$ cat config.mk
export PLATFORM = sky130hd
export DESIGN_NAME = seg_scan_ctrl
export DESIGN_NICKNAME = d
export VERILOG_FILES = /design/src/rtl/seg_pkg.sv /design/src/rtl/seg_scan_ctrl_bcd_to_7seg.sv /design/src/rtl/seg_scan_ctrl.sv
export SDC_FILE = /design/constraint.sdc
export NUM_CORES = 1
export LEC_CHECK = 0
export CORE_MARGIN = 2
export CORE_UTILIZATION = 46
export CTS_BUF_LIST = sky130_fd_sc_hd__clkbuf_16
export DETAILED_ROUTE_END_ITERATION = 12
export DONT_BUFFER_PORTS = 1
export GPL_TIMING_DRIVEN = 1
export PLACE_DENSITY = 0.65
export SYNTH_ARGS = -nofsm -noshare
export SYNTH_HDL_FRONTEND = slang
export SYNTH_SLANG_ARGS = --single-unit
$ cat constraint.sdc
create_clock -name CLK -period 3.3 [get_ports CLK]
set_input_delay 0.165 -clock CLK [delete_from_list [all_inputs] [get_ports CLK]]
set_output_delay 0.165 -clock CLK [all_outputs]
set_load 0.05 [all_outputs]
$ cat src/rtl/seg_pkg.sv
// -----------------------------------------------------------------------------
// seg_pkg
// Shared definitions for the multiplexed 7-segment scan controller:
//   - segment patterns (a..g on bits 6..0, active-high) for 0..9, dash, blank
//   - scan FSM state encoding
//   - digit count and internal dwell/gap counter width
//   - helper that turns a digit index into its one-hot digit select
// -----------------------------------------------------------------------------
package seg_pkg;

    localparam int NUM_DIGITS = 4;

    // Wide enough for DWELL_CYCLES-1 up to 2^20-1 and GAP_CYCLES-1 up to 254.
    localparam int CNT_W = 20;

    localparam logic [6:0] SEG_0     = 7'b1111110;
    localparam logic [6:0] SEG_1     = 7'b0110000;
    localparam logic [6:0] SEG_2     = 7'b1101101;
    localparam logic [6:0] SEG_3     = 7'b1111001;
    localparam logic [6:0] SEG_4     = 7'b0110011;
    localparam logic [6:0] SEG_5     = 7'b1011011;
    localparam logic [6:0] SEG_6     = 7'b1011111;
    localparam logic [6:0] SEG_7     = 7'b1110000;
    localparam logic [6:0] SEG_8     = 7'b1111111;
    localparam logic [6:0] SEG_9     = 7'b1111011;
    localparam logic [6:0] SEG_DASH  = 7'b0000001;
    localparam logic [6:0] SEG_BLANK = 7'b0000000;

    typedef enum logic [1:0] {
        ST_OFF = 2'd0,
        ST_ON  = 2'd1,
        ST_GAP = 2'd2
    } state_t;

    // Digit 0 is the leftmost digit and is selected by 4'b1000.
    function automatic logic [3:0] digit_onehot(input logic [1:0] idx);
        return 4'b1000 >> idx;
    endfunction

endpackage

$ cat src/rtl/seg_scan_ctrl_bcd_to_7seg.sv
// -----------------------------------------------------------------------------
// bcd_to_7seg
// Combinational BCD nibble to 7-segment pattern decoder.
// Values 0..9 give the standard digit shapes; A..F show a dash so the display
// never shows garbage and the output is never X.
//
// Ports:
//   bcd   in  4  nibble to decode
//   segs  out 7  segments a..g on bits 6..0, active-high
// -----------------------------------------------------------------------------
module bcd_to_7seg
    import seg_pkg::*;
(
    input  logic [3:0] bcd,
    output logic [6:0] segs
);

    always_comb begin
        segs = SEG_DASH;
        case (bcd)
            4'd0:    segs = SEG_0;
            4'd1:    segs = SEG_1;
            4'd2:    segs = SEG_2;
            4'd3:    segs = SEG_3;
            4'd4:    segs = SEG_4;
            4'd5:    segs = SEG_5;
            4'd6:    segs = SEG_6;
            4'd7:    segs = SEG_7;
            4'd8:    segs = SEG_8;
            4'd9:    segs = SEG_9;
            default: segs = SEG_DASH;
        endcase
    end

endmodule

$ cat src/rtl/seg_scan_ctrl.sv
// -----------------------------------------------------------------------------
// seg_scan_ctrl
// Time-multiplexed scan controller for a 4-digit common-select 7-segment
// display. Each digit is driven for DWELL_CYCLES clocks, followed by
// GAP_CYCLES all-off clocks to suppress ghosting. A new 16-bit BCD value is
// accepted into a one-entry pending buffer and only moved into the display
// register at a frame boundary (or immediately while idle), so every frame
// shows one consistent value.
//
// Optional build macro:
//   SEG_SCAN_LZB_EN  leading-zero blanking on digits 0..2 (digit 3 always shown)
//
// Parameters:
//   DWELL_CYCLES  clocks per digit visit (2..2^20)
//   GAP_CYCLES    blank clocks after each digit (1..255)
//
// Ports:
//   CLK         in   1  clock, rising edge
//   RST_N       in   1  asynchronous active-low reset
//   ENABLE      in   1  scan enable (level)
//   LOAD_VALID  in   1  new display value offered
//   LOAD_DATA   in  16  four BCD nibbles, [15:12] = leftmost digit
//   LOAD_READY  out  1  pending buffer empty; load taken this cycle if valid
//   CODEOUT     out  7  segments a..g on bits 6..0, active-high
//   SEG         out  4  one-hot digit select, 4'b1000 = leftmost digit
//   FRAME_DONE  out  1  one-cycle pulse during the last gap cycle of digit 3
// -----------------------------------------------------------------------------
module seg_scan_ctrl
    import seg_pkg::*;
#(
    parameter int DWELL_CYCLES = 50000,
    parameter int GAP_CYCLES   = 8
) (
    input  logic        CLK,
    input  logic        RST_N,
    input  logic        ENABLE,
    input  logic        LOAD_VALID,
    input  logic [15:0] LOAD_DATA,
    output logic        LOAD_READY,
    output logic [6:0]  CODEOUT,
    output logic [3:0]  SEG,
    output logic        FRAME_DONE
);

    localparam logic [CNT_W-1:0] DWELL_LAST = CNT_W'(DWELL_CYCLES - 1);
    localparam logic [CNT_W-1:0] GAP_LAST   = CNT_W'(GAP_CYCLES - 1);
    localparam logic [1:0]       LAST_DIGIT = 2'(NUM_DIGITS - 1);

    state_t           state, state_n;
    logic [1:0]       idx, idx_n;
    logic [CNT_W-1:0] cnt, cnt_n;
    logic [15:0]      disp, disp_n;
    logic [15:0]      pend;
    logic             pend_vld, pend_vld_n;

    logic             accept;
    logic             copy;
    logic [3:0]       nib;
    logic [6:0]       dec_segs;
    logic             blank;
    logic [3:0]       seg_n;
    logic [6:0]       code_n;
    logic             fd_n;

    // Scan sequencing: counters restart on every state change.
    always_comb begin
        state_n = state;
        idx_n   = idx;
        cnt_n   = cnt;
        case (state)
            ST_OFF: begin
                idx_n = 2'd0;
                cnt_n = '0;
                if (ENABLE) begin
                    state_n = ST_ON;
                end
            end
            ST_ON: begin
                if (!ENABLE) begin
                    state_n = ST_OFF;
                    idx_n   = 2'd0;
                    cnt_n   = '0;
                end else if (cnt == DWELL_LAST) begin
                    state_n = ST_GAP;
                    cnt_n   = '0;
                end else begin
                    cnt_n = cnt + 1'b1;
                end
            end
            ST_GAP: begin
                if (!ENABLE) begin
                    state_n = ST_OFF;
                    idx_n   = 2'd0;
                    cnt_n   = '0;
                end else if (cnt == GAP_LAST) begin
                    state_n = ST_ON;
                    idx_n   = idx + 2'd1;   // digit 3 wraps to 0
                    cnt_n   = '0;
                end else begin
                    cnt_n = cnt + 1'b1;
                end
            end
            default: begin
                state_n = ST_OFF;
                idx_n   = 2'd0;
                cnt_n   = '0;
            end
        endcase
    end

    // Load handshake. LOAD_READY mirrors an empty pending buffer, so a copy
    // and an accept can never coincide. A load taken during the FRAME_DONE
    // cycle finds pend_vld low, so it is not copied until the next boundary.
    assign accept     = LOAD_VALID & LOAD_READY;
    assign copy       = pend_vld & (FRAME_DONE | (state == ST_OFF));
    assign disp_n     = copy ? pend : disp;
    assign pend_vld_n = accept | (pend_vld & ~copy);

    // Outputs are computed from next-state values and registered, so they
    // line up with the state they describe.
    always_comb begin
        nib = disp_n[15:12];
        case (idx_n)
            2'd0:    nib = disp_n[15:12];
            2'd1:    nib = disp_n[11:8];
            2'd2:    nib = disp_n[7:4];
            default: nib = disp_n[3:0];
        endcase
    end

    bcd_to_7seg u_dec (
        .bcd  (nib),
        .segs (dec_segs)
    );

`ifdef SEG_SCAN_LZB_EN
    // A zero digit is blanked only when every digit to its left is zero too.
    always_comb begin
        blank = 1'b0;
        case (idx_n)
            2'd0:    blank = (disp_n[15:12] == 4'd0);
            2'd1:    blank = (disp_n[15:8]  == 8'd0);
            2'd2:    blank = (disp_n[15:4]  == 12'd0);
            default: blank = 1'b0;
        endcase
    end
`else
    assign blank = 1'b0;
`endif

    always_comb begin
        seg_n  = 4'b0000;
        code_n = SEG_BLANK;
        if ((state_n == ST_ON) && !blank) begin
            seg_n  = digit_onehot(idx_n);
            code_n = dec_segs;
        end
    end

    assign fd_n = (state_n == ST_GAP) && (idx_n == LAST_DIGIT) && (cnt_n == GAP_LAST);

    always_ff @(posedge CLK or negedge RST_N) begin
        if (!RST_N) begin
            state      <= ST_OFF;
            idx        <= 2'd0;
            cnt        <= '0;
            disp       <= 16'h0000;
            pend_vld   <= 1'b0;
            SEG        <= 4'b0000;
            CODEOUT    <= SEG_BLANK;
            FRAME_DONE <= 1'b0;
            LOAD_READY <= 1'b0;
        end else begin
            state      <= state_n;
            idx        <= idx_n;
            cnt        <= cnt_n;
            disp       <= disp_n;
            pend_vld   <= pend_vld_n;
            SEG        <= seg_n;
            CODEOUT    <= code_n;
            FRAME_DONE <= fd_n;
            LOAD_READY <= ~pend_vld_n;
        end
    end

    // Pending data is qualified by pend_vld, so it needs no reset.
    always_ff @(posedge CLK) begin
        if (accept) begin
            pend <= LOAD_DATA;
        end
    end

endmodule

==> impl_metrics.py, run 1 <==
metrics = {
    "synthesis": {
        "synth_compound_area_share_pct": 9.41,
        "synth_top_family_by_area": "simple AND/OR/NAND/NOR gates",
        "async_reset_ff_share_pct": 77.1,
        "ys_seq_area_share_pct": 54.0,
        "yosys.area_share.adder_pct": 3.69,
        "synth_mux_area_share_pct": 8.19,
        "synth_edf_count": 16,
        "synth_xor_area_share_pct": 5.42,
        "yosysTopAreaCell": "dfrtp_1",
        "synth_simple_gate_area_share_pct": 15.5,
        "ys_warn_count": 0,
        "synth_ff_type": "dfrtp_1",
        "syn_nets": 326,
        "synthTopCellsByArea": "dfrtp_1 (40%), edfxtp_1 (14%), mux2_2 (6.0%), ha_1 (3.7%), nor2_1 (3.3%)",
        "synthesis.instances": 296,
        "synth_top_area_share_pct": 39.8,
        "yosysUniqueCellTypes": 52,
        "synth_seq_cells": 70,
        "netlist_area_mm2": 0.00339,
        "synth_area_per_cell_um2": 11.5,
    },
    "detailed_routing": {
        "drtAntennaViolNets": 0,
        "drc": 0,
        "vias_per_cell": 5.32,
        "drt_iter0_drc": 149,
        "vias": 2277,
        "drtPass1Iterations": 4,
        "wl_per_cell_um": 16.5,
        "drt_wl_total_mm": 7.07,
    },
    "sta": {
        "period_minus_slack_ps": 3100,
        "worst_slack_ps": 196,
        "fin_crit_sh_pct": 94.1,
        "drv_slew": 0,
        "relSlewSlack_pct": 47.1,
        "worst_slew_pin_slew_ps": 794,
        "setup_tns_ps": 0,
        "hold_viol_final": 0,
        "rsz0062_at_grt": "no",
        "clock_skew_ps": 5.33,
        "setup_viol": 0,
        "fmax_mhz": 322,
    },
    "placed_design": {
        "place_ws_ps": 157,
        "hpwl_mm": 4.73,
        "port_buffers": 0,
        "gp_congestion": 0.888,
    },
    "floorplanning": {
        "rows": 31,
        "core_area_mm2": 0.00721,
        "die_h_um": 89.9,
        "io_pins": 33,
        "initial_core_util_pct": 47.0,
        "die_area_mm2": 0.00808,
        "fp.dieW_um": 89.9,
    },
    "final_layout": {
        "fillers": 627,
        "nNetsFinal": 354,
        "antenna_cells": 0,
        "layout-drive-gt1-share_pct": 17.9,
        "area_growth_pct": 20.0,
    },
    "clock_network": {
        "cts_setup_buffers": 0,
        "cts_tree": "yes",
        "cts_root_buf": "clkbuf_16",
        "insertion_delay_ps": 330,
        "ctsLongestPathBuffers": 2,
        "cts_max_level": 3,
        "numCtsBuffers": 9,
        "clkTransAtPathRegs_ps": 60,
        "cts.sinks": 70,
    },
    "power_and_ir_drop": {
        "sequentialPowerShare_pct": 40.5,
        "cellLeakagePower_nw": 1.75,
        "switching_share_pct": 33.3,
        "power.internal_w": 0.00215,
        "fin_total_pwr_w": 0.00323,
        "clkPwrFrac_pct": 31.9,
        "vdd_drop_max_mv": 0.380,
        "p_comb_share_pct": 27.6,
        "p_sw_w": 0.00108,
        "powerDensity_mw_per_mm2": 792,
    },
    "setup_path": {
        "cp-start-kind": "register",
        "crit_type": "register to register",
        "crit_path_end_kind": "register",
        "required_ps": 3550,
        "crit_fanout": 7,
        "critPathArrivalTime_ps": 3360,
        "r2r_cells": 10,
    },
    "global_routing": {
        "grt_pass1_vias": 2347,
        "grt_pass1_wl_mm": 12.2,
        "antenna_found_initial": 0,
        "grt_max_degree": 55,
        "grt_util_all_layers_pct": 19.1,
        "grt_overflow": 0,
    },
    "flow_run": {
        "maxCapViolations": 0,
    },
    "outcome": {
        "status": "finished, final reports clean",
    },
    "min_path": {
        "holdPathStages": 3,
        "hold_path.class": "input pin to register",
    },
}
## cells in the mapped netlist, types with 3 or more instances
library cell,count
xnor2_1,11
buf_2,3
nand3_1,10
o21ai_0,10
a21oi_1,7
mux2_2,18
dfrtp_1,54
ha_1,10
and4_1,3
nor2_1,30
a31oi_1,3
nor3_1,5
clkbuf_1,5
xor2_1,10
mux2i_1,6
edfxtp_1,16
nand2_1,15
nor4_1,3
nor2b_1,3
nor4b_1,3
nand4_1,3
and3_1,10
inv_1,17
a21o_1,5
## cells by family after synthesis
logic type | count (synthesis)
compound gates | 44
xor+xnor | 21
fa+ha+maj | 10
buf+inv | 29
flops | 70
mux | 25
simple gates | 97
## cells in the final DEF, fill, tap and decap left out, types with 2 or more instances in the layout
| cell type | count |
|---|---|
| a32o_1 | 2 |
| dfrtp_1 | 54 |
| a2bb2oi_1 | 2 |
| mux2_2 | 18 |
| nand2_1 | 15 |
| and4_1 | 3 |
| o21ai_0 | 10 |
| nor4b_1 | 3 |
| clkinvlp_4 | 2 |
| a31oi_1 | 3 |
| ha_1 | 10 |
| nand3_1 | 10 |
| xnor2_1 | 11 |
| a21o_1 | 5 |
| edfxtp_1 | 16 |
| and2_1 | 2 |
| and3_1 | 10 |
| nor2b_1 | 3 |
| nor3_1 | 5 |
| bufinv_16 | 2 |
| nor4_2 | 2 |
| mux2i_1 | 6 |
| a21oi_1 | 7 |
| nand2b_1 | 2 |
| dlygate4sd3_1 | 17 |
| and4b_1 | 2 |
| inv_1 | 17 |
| clkbuf_16 | 9 |
| nand4_1 | 3 |
| nor2_1 | 30 |
| buf_4 | 10 |
| xor2_1 | 10 |
| a31o_2 | 2 |
## metal layers
layer	wire length, um	GRT usage, %
met1	3400	26.4
met2	3300	29.3
met3	300	5.45
met4	73	5.77
met5	0	0
## final cells by class
| cell class | count | area (um2) | share of cell area, % |
|---|---|---|---|
| Clock buffer | 9 | 225 | 5.53 |
| Clock inverter | 7 | 96.3 | 2.37 |
| Inverter | 18 | 67.6 | 1.66 |
| Multi-Input combinational cell | 197 | 1450 | 35.7 |
| Sequential cell | 70 | 1830 | 45.0 |
| Tap cell | 99 | 124 | 3.04 |
| Timing Repair Buffer | 28 | 273 | 6.70 |
## timing repair
item,in CTS,in global routing
gates resized for setup,0,3
setup endpoints to repair,0,6
hold buffers,18,0
endpoints found under the hold margin,70,0
## power groups by stage
stage	logic (W)	clock network [W]	registers (W)
after floorplan	0.000662	0	0.00130
after global placement	0.000825	0	0.00132
after detailed placement	0.000836	0	0.00132
after CTS	0.000881	0.00105	0.00131
after global routing	0.000990	0.00109	0.00133
final	0.000890	0.00103	0.00131
## worst max-delay path, stage by stage (launching register included)
cell	delay, ps
dfrtp_1	480
nor4_2	380
nand3_1	180
nor3_2	350
a21oi_1	250
mux2_2	320
a2bb2oi_1	290
inv_1	110
ha_1	240
mux2_2	270
a21oi_1	140
## sequential cells by signal, summed over array words and instances, names as in the netlist, 2 cells and up
register	count
SEG	4
CODEOUT	7
pend	16
disp	16
state	2
idx	2
cnt	20
## path summary, 6_finish.rpt
kind / slack [ps] / to / startpoint
worst max-delay path: 200 / CODEOUT[0]$_DFF_PN0_ / cnt[10]$_DFF_PN0_
worst min-delay path: 120 / SEG[3]$_DFF_PN0_ / ENABLE
worst max register to register: 200 / CODEOUT[0]$_DFF_PN0_ / cnt[10]$_DFF_PN0_
worst min register to register: 490 / disp[11]$_DFF_PN0_ / disp[11]$_DFF_PN0_
max in group asynchronous: 2710 / CODEOUT[6]$_DFF_PN0_ / RST_N
min in group asynchronous: 340 / cnt[13]$_DFF_PN0_ / RST_N
## per-stage QoR
| stage | instances | hold slack (ps) | instance area (um2) | util [%] |
|---|---|---|---|---|
| global placement | 394 | -129 | 3530 | 48.9 |
| floorplan | 296 | -131 | 3390 | - |
| detailed placement | 394 | -130 | 3530 | 48.9 |
| finish | 428 | 116 | 4070 | 56.4 |
| CTS | 428 | 122 | 4050 | 56.1 |
| global route | 428 | 113 | 4070 | 56.4 |
Power figures use the tool's default switching activity.
==> run 2: changes to the inputs <==
CORE_ASPECT_RATIO = 0.75   (was unset)
==> run 2 against run 1 <==
Effect of this change:
- clock skew barely moved
- register-to-register slack got worse by 30 ps
- global-route usage fell by 0.43 points
- flip-flop and latch count did not move
- largest cell class unchanged
==> impl_metrics.py, run 2 (same netlist as run 1, synthesis figures left out) <==
metrics = {
    "clock_network": {
        "cts_setup_buffers": 0,
        "clkTransAtPathRegs_ps": 60,
        "cts.sinks": 70,
        "numCtsBuffers": 9,
        "insertion_delay_ps": 330,
        "cts_tree": "yes",
        "cts_max_level": 3,
        "ctsLongestPathBuffers": 2,
        "cts_root_buf": "clkbuf_16",
    },
    "final_layout": {
        "mostFrequentLayoutCells": "dfrtp_1 (54), nor2_1 (30), inv_1 (19)",
        "fillers": 628,
        "antenna_cells": 0,
        "layout-drive-gt1-share_pct": 16.8,
        "nNetsFinal": 353,
        "regMostFlops": "cnt",
        "top_regs": "cnt x20, disp x16, pend x16",
        "stdcell_area_mm2": 0.00401,
        "layout_commonest_cell": "dfrtp_1",
        "largest_reg_flops": 20,
        "fin_util_pct": 55.4,
        "area_growth_pct": 18.1,
    },
    "detailed_routing": {
        "vias_per_cell": 5.31,
        "drtPass1Iterations": 4,
        "vias": 2276,
        "drt_wl_total_mm": 6.96,
        "wl_per_cell_um": 16.2,
        "drt_iter0_drc": 167,
        "drtAntennaViolNets": 0,
        "drc": 0,
    },
    "sta": {
        "clock_skew_ps": 5.18,
        "worst_slew_pin_slew_ps": 820,
        "relSlewSlack_pct": 45.3,
        "drv_slew": 0,
        "setup_tns_ps": 0,
        "fmax_mhz": 319,
        "period_minus_slack_ps": 3130,
        "setup_viol": 0,
        "hold_viol_final": 0,
        "rsz0062_at_grt": "no",
        "fin_crit_sh_pct": 94.9,
    },
    "global_routing": {
        "grt_pass1_wl_mm": 11.1,
        "grt_overflow": 0,
        "grt_pass1_vias": 2122,
        "grt_max_degree": 55,
        "grt_util_all_layers_pct": 18.6,
        "antenna_found_initial": 0,
    },
    "floorplanning": {
        "rows": 27,
        "core_area_mm2": 0.00723,
        "die_h_um": 78.4,
        "die_area_mm2": 0.00808,
        "fp.dieW_um": 103,
        "io_pins": 33,
        "initial_core_util_pct": 46.9,
    },
    "power_and_ir_drop": {
        "powerDensity_mw_per_mm2": 762,
        "clkPwrFrac_pct": 27.4,
        "sequentialPowerShare_pct": 42.6,
        "vdd_drop_max_mv": 0.476,
        "power.internal_w": 0.00200,
        "cellLeakagePower_nw": 1.73,
        "switching_share_pct": 34.6,
        "p_sw_w": 0.00106,
        "p_comb_share_pct": 30.1,
    },
    "min_path": {
        "holdPathStages": 3,
        "hold_path.class": "input pin to register",
    },
    "setup_path": {
        "r2r_cells": 11,
        "cp-start-kind": "register",
        "crit_type": "register to register",
        "reg2reg_slack_ps": 170,
        "required_ps": 3520,
        "crit_path_end_kind": "register",
        "critPathArrivalTime_ps": 3350,
        "crit_fanout": 8,
    },
    "placed_design": {
        "gp_congestion": 0.883,
        "dpl_cell_area_mm2": 0.00354,
        "port_buffers": 0,
        "hpwl_mm": 4.70,
    },
    "flow_run": {
        "maxCapViolations": 0,
    },
    "outcome": {
        "status": "finished, final reports clean",
    },
}
[run 2: cell count changes in the layout (fill, tap and decap cells not counted), moves of 2 or more]
| cell | previous run | this run |
|---|---|---|
| nor4_2 | 2 | 0 |
| nor4_1 | 1 | 3 |
| inv_1 | 17 | 19 |
| bufinv_16 | 2 | 0 |
| clkinv_2 | 0 | 3 |
| buf_4 | 10 | 8 |
[run 2: layout make-up]
class                           instances  area, um2  area share [%]
Clock buffer                            9        225            5.62
Clock inverter                          7       33.8           0.843
Inverter                               18       67.6            1.69
Multi-Input combinational cell        197       1440            36.0
Sequential cell                        70       1830            45.7
Tap cell                              101        126            3.15
Timing Repair Buffer                   27        278            6.93
[run 2: metrics by stage]
step,setup slack (ps),instances,total power (W),hold slack (ps)
global placement,216,395,0.00216,-129
CTS,40.7,429,0.00307,107
floorplan,190,296,0.00196,-131
detailed placement,108,395,0.00218,-129
finish,169,429,0.00305,117
global route,14.1,429,0.00323,119
[run 2: repair_timing]
item                       CTS  global route
hold endpoints to repair    70             0
hold buffers                18             0
setup endpoints to repair    0             3
resized for setup            0             2
[run 2: path summary, 6_finish.rpt]
kind                                  startpoint                    to
worst max-delay path            cnt[6]$_DFF_PN0_  CODEOUT[1]$_DFF_PN0_
worst min-delay path                      ENABLE      SEG[1]$_DFF_PN0_
worst max register to register  cnt[6]$_DFF_PN0_  CODEOUT[1]$_DFF_PN0_
worst min register to register  cnt[0]$_DFF_PN0_      cnt[0]$_DFF_PN0_
max in group asynchronous                  RST_N     disp[7]$_DFF_PN0_
min in group asynchronous                  RST_N     cnt[15]$_DFF_PN0_
[run 2: critical path, cell delays in order (launching register included)]
cell and delay, ps:
dfrtp_1 460, or4_4 570, nor4_4 280, a31oi_1 150, o21ai_2 330, nand3_1 140, a32oi_2 300, inv_1 200
ha_1 240, inv_1 70, mux2i_1 80, a21o_1 200
[run 2: power by group through the flow]
stage	Combinational (W)	Sequential, W	Clock (W)
6_report	0.000917	0.00130	0.000836
5_1_grt	0.00101	0.00132	0.000899
4_1_cts	0.000907	0.00130	0.000858
3_5_place_dp	0.000860	0.00132	0
3_3_place_gp	0.000852	0.00131	0
2_1_floorplan	0.000662	0.00130	0
[run 2: layer usage]
metal	vias up	GRT usage, %	wire (um)
met3	10	5.16	482
met5	-	0	0
met4	0	6.71	108
met1	1094	30.3	3620
li1	1099	-	-
met2	73	22.9	2750
